==> src/rtl/reload_down_counter_pkg.sv <==
// Shared definitions for the reload down-counter: FSM state encoding and the
// default counter width.
package reload_down_counter_pkg;

  localparam int DEFAULT_WIDTH = 4;

  typedef enum logic [1:0] {
    IDLE = 2'd0,
    RUN  = 2'd1,
    DONE = 2'd2
  } state_t;

endpackage

==> src/rtl/reload_down_counter.sv <==
// Loadable down-counter with one-shot / periodic (auto-reload) modes.
//
// Ports:
//   clk          rising-edge clock
//   reset        asynchronous, active-high reset
//   load         synchronous load strobe (highest priority after reset)
//   data         start / reload value, sampled when load=1
//   en           count enable, honoured only in RUN
//   auto_reload  1 = periodic, 0 = one-shot
//   count        registered current count
//   tc           registered one-cycle terminal-count pulse
//   busy         state is RUN
//   done         state is DONE
//   zero         combinational (count == 0)
module reload_down_counter
  import reload_down_counter_pkg::*;
#(
  parameter int WIDTH = DEFAULT_WIDTH
) (
  input  logic             clk,
  input  logic             reset,
  input  logic             load,
  input  logic [WIDTH-1:0] data,
  input  logic             en,
  input  logic             auto_reload,
  output logic [WIDTH-1:0] count,
  output logic             tc,
  output logic             busy,
  output logic             done,
  output logic             zero
);

  localparam logic [WIDTH-1:0] ONE = WIDTH'(1);

  state_t           state, state_n;
  logic [WIDTH-1:0] reload_reg, reload_n;
  logic [WIDTH-1:0] count_n;
  logic             tc_n;

  always_ff @(posedge clk or posedge reset) begin
    if (reset) begin
      state      <= IDLE;
      count      <= '0;
      reload_reg <= '0;
      tc         <= 1'b0;
    end else begin
      state      <= state_n;
      count      <= count_n;
      reload_reg <= reload_n;
      tc         <= tc_n;
    end
  end

  always_comb begin
    state_n  = state;
    count_n  = count;
    reload_n = reload_reg;
    tc_n     = 1'b0;
    if (load) begin
      count_n  = data;
      reload_n = data;
      // Loading zero has nothing to count, so park in IDLE.
      state_n  = (data != '0) ? RUN : IDLE;
    end else if (state == RUN && en) begin
      if (count > ONE) begin
        count_n = count - ONE;
      end else if (count == ONE) begin
        tc_n = 1'b1;
        if (auto_reload) begin
          count_n = reload_reg;
        end else begin
          count_n = '0;
          state_n = DONE;
        end
      end
      // count==0 in RUN cannot be reached; holding there prevents any wrap.
    end
  end

  assign busy = (state == RUN);
  assign done = (state == DONE);
  assign zero = (count == '0);

endmodule
==> config.mk <==
export PLATFORM = sky130hd
export DESIGN_NAME = reload_down_counter
export DESIGN_NICKNAME = d
export VERILOG_FILES = /design/src/rtl/reload_down_counter_pkg.sv /design/src/rtl/reload_down_counter.sv
export SDC_FILE = /design/constraint.sdc
export NUM_CORES = 1
export LEC_CHECK = 0
export ABC_AREA = 1
export CAP_MARGIN = 20
export CORE_MARGIN = 1
export CORE_UTILIZATION = 42
export DETAILED_ROUTE_END_ITERATION = 10
export PLACE_DENSITY = 0.82
export SYNTH_ARGS = -nofsm -noshare
export SYNTH_HDL_FRONTEND = slang
export SYNTH_SLANG_ARGS = --single-unit
==> constraint.sdc <==
create_clock -name clk -period 1.4 [get_ports clk]
set_input_delay 0.28 -clock clk [delete_from_list [all_inputs] [get_ports clk]]
set_output_delay 0.28 -clock clk [all_outputs]
set_load 0.005 [all_outputs]
==> flow_metrics.py <==
metrics = {
    "detailed_routing": {
        "first_pass_iters": 4,
        "drt_iter0_drc": 17,
        "wl_per_cell_um": 14.6,
        "drc": 0,
        "ant_nets": 0,
        "wirelength_mm": 2.12,
        "vias": 784,
        "avgViaCountPerCell": 5.41,
    },
    "clock_tree": {
        "htreeDepth": 1,
        "clock_latency_ns": 0.27,
        "cts_buffer_depth": 2,
        "cts_buffers": 3,
        "path_clk_slew_ns": 0.07,
        "cts.sinks": 11,
        "cts_tree": "built",
        "cts_root_buf": "clkbuf_4",
    },
    "grt": {
        "grt_pass1_vias": 691,
        "grt_overflow": 0,
        "grt_usage": 0.231,
        "antenna_found_initial": 0,
        "grt_max_degree": 12,
        "grt_pass1_wl_mm": 2.96,
    },
    "timing": {
        "relSlewSlack": 0.712,
        "maxClockFrequency_ghz": 0.684,
        "setup_tns_ns": -0.158,
        "period_share": 1.04,
        "hold_viol_final": 0,
        "tightest_slew_ns": 0.432,
        "post-route-worst-setup-slack_ns": -0.0610,
        "worst_clock_skew_ns": 0.00209,
        "holdWs_ns": 0.299,
        "setup_viol": 3,
        "maxSlewViolCount": 0,
        "period_minus_slack_ns": 1.46,
        "rsz0062_at_grt": "yes",
    },
    "logic_synthesis": {
        "yosysUniqueCellTypes": 21,
        "seq_area_frac_synth": 0.410,
        "syn-num-nets": 101,
        "netlist_area_sq_um": 672,
        "yosysWarningCount": 0,
        "synth-async-reset-ratio": 1.00,
        "synth-edff-count": 0,
        "synth_seq_cells": 11,
        "netlist_instances": 89,
        "ys_dominant_reg_cell": "dfrtp_1",
        "avgSynthCellArea_sq_um": 7.55,
    },
    "die": {
        "core_area_sq_um": 1510,
        "die_y_um": 42.0,
        "die_area_sq_um": 1760,
        "num_rows": 14,
        "initial_core_util": 0.446,
        "ios": 17,
        "die_w_um": 42.0,
    },
    "worst_setup_path": {
        "rr_worst_depth": 11,
        "critPathCaptureType": "primary output",
        "path_cells": "inv_2, ha_4, nor3b_4, buf_2",
        "critPathKind": "register to primary output",
        "max_stage_delay_ns": 0.39,
        "startpoint_type": "register",
        "crit_path_top_delay_cell": "dfrtp_1",
        "cp_max_fo": 2,
        "crit_arrival_ns": 1.18,
        "cp.required_ns": 1.12,
    },
    "outcome": {
        "violations": "negative setup slack",
        "status": "finished, violations left",
    },
    "layout": {
        "drive_gt1_frac": 0.403,
        "multi_input_area_sq_um": 455,
        "final_nets": 142,
        "num-fill-cells": 107,
        "area_delta_synth_final_pct": 73.2,
        "seq_area_sq_um": 275,
        "n_antenna_cell": 0,
    },
    "power": {
        "p_sw_uw": 581,
        "p_seq_frac": 0.260,
        "p_int_uw": 906,
        "sw_frac_of_total": 0.391,
        "p_per_area_nw_per_um2": 1280,
        "p_comb_frac": 0.593,
        "ir_drop_mv": 0.921,
        "leakage_nw": 0.573,
        "clockPowerShare": 0.147,
    },
    "placement": {
        "place.gp.congestion": 0.839,
        "dpl.hpwl_mm": 1.22,
        "io_buffers": 16,
    },
    "min_path": {
        "hold_path_class": "input pin to asynchronous set/reset pin",
    },
    "run": {
        "maxCapViolCount": 0,
    },
}
[placed cells by master, fill, tap and decap left out]
| cell | instances |
|---|---|
| nand4_1 | 2 |
| inv_2 | 5 |
| ha_4 | 3 |
| o211ai_1 | 1 |
| dfrtp_1 | 11 |
| clkdlybuf4s50_1 | 9 |
| clkdlybuf4s15_1 | 2 |
| nand3_1 | 7 |
| nor3b_4 | 1 |
| buf_6 | 3 |
| clkinv_2 | 1 |
| clkbuf_4 | 3 |
| xor2_1 | 1 |
| buf_2 | 1 |
| a21oi_4 | 1 |
| buf_12 | 1 |
| clkbuf_1 | 1 |
| nand2_4 | 2 |
| nand2_2 | 3 |
| nor2_4 | 1 |
| nor2_2 | 1 |
| nand3_4 | 2 |
| nand2_1 | 17 |
| buf_4 | 17 |
| o21ai_1 | 4 |
| dlygate4sd2_1 | 2 |
| o21ai_0 | 1 |
| or3_1 | 1 |
| nand3_2 | 3 |
| nor2_1 | 7 |
| nand2_8 | 1 |
| a21oi_1 | 2 |
| inv_6 | 1 |
| and3_1 | 1 |
| inv_1 | 8 |
| clkbuf_2 | 2 |
[Yosys cell counts (2+ instances only)]
library cell | n | area share
nand3_1 | 11 | 0.082
nand2_1 | 21 | 0.12
inv_1 | 12 | 0.067
a21oi_1 | 3 | 0.022
nor2_1 | 8 | 0.045
o21ai_1 | 4 | 0.030
nand4_1 | 2 | 0.019
dfrtp_1 | 11 | 0.41
ha_1 | 3 | 0.056
inv_2 | 2 | 0.011
nand2_4 | 2 | 0.034
[logic make-up (layout without fill, tap and decap cells)]
kind of cell | count (synthesis) | after routing | synth area share
buffers and inverters | 16 | 56 | 0.0931
and+or+nand+nor | 49 | 49 | 0.358
AOI/OAI and AO/OA | 9 | 9 | 0.0708
xor gates and xnor gates | 1 | 1 | 0.0130
DFF | 11 | 11 | 0.410
adders and majority gates | 3 | 3 | 0.0559
[metrics by stage]
stage           util  area (sq um)  worst slack [ns]  std cells  total power [mW]
6_report       0.772          1160           -0.0610        145              1.49
5_1_grt        0.772          1160            -0.167        145              1.57
4_1_cts        0.676          1020           -0.0272        142              1.21
3_5_place_dp   0.617           930            -0.166        131             0.938
3_3_place_gp   0.617           930            -0.124        131             0.921
2_1_floorplan      -           672            0.0907         89             0.665
[final cells by class]
cell class	count	share of cell area
clock buffer	4	0.0226
inverter	15	0.0538
timing repair buffer	37	0.278
multi-input combinational	62	0.391
sequential	11	0.237
tap	16	0.0172
[worst max-delay path, delay by kind of cell, from the launching register on]
family / cells / cell delay [ns]
fa+ha+maj: 1 / 0.13
buf+inv: 2 / 0.22
flops: 1 / 0.39
simple gates: 1 / 0.17
[final timing paths]
check | from | end | slack [ns]
worst min-delay path | reset | count[1] | 0.30
worst min register to register | reload_reg[3] | reload_reg[3] | 0.49
worst max register to register | count[0] | count[3] | -0.06
worst max-delay path | count[1] | zero | -0.06
max in group asynchronous | reset | reload_reg[0] | 0.80
min in group clk | reload_reg[3] | reload_reg[3] | 0.49
[per-layer routing]
| metal | GRT usage | share of wire | vias up |
|---|---|---|---|
| met5 | 0 | 0 | - |
| met4 | 0.116 | 0.026 | 0 |
| met3 | 0.0517 | 0.043 | 9 |
| met2 | 0.388 | 0.54 | 32 |
| met1 | 0.277 | 0.39 | 373 |
| li1 | - | - | 370 |
[power groups by stage]
stage	sequential, mW	combinational (mW)	clock [mW]
2_1_floorplan	0.413	0.252	0
3_3_place_gp	0.386	0.535	0
3_5_place_dp	0.389	0.549	0
4_1_cts	0.381	0.612	0.220
5_1_grt	0.392	0.943	0.233
6_report	0.386	0.882	0.218
[what timing repair did]
action / 4_1_cts / 5_1_grt
setup buffers: 7 / 4
pin swaps: 1 / 9
setup endpoints to repair: 11 / 7
gates cloned: 0 / 0
resized for setup: 17 / 31
hold buffers: 0 / 0
Note: power is estimated with default switching activity, not from simulation.
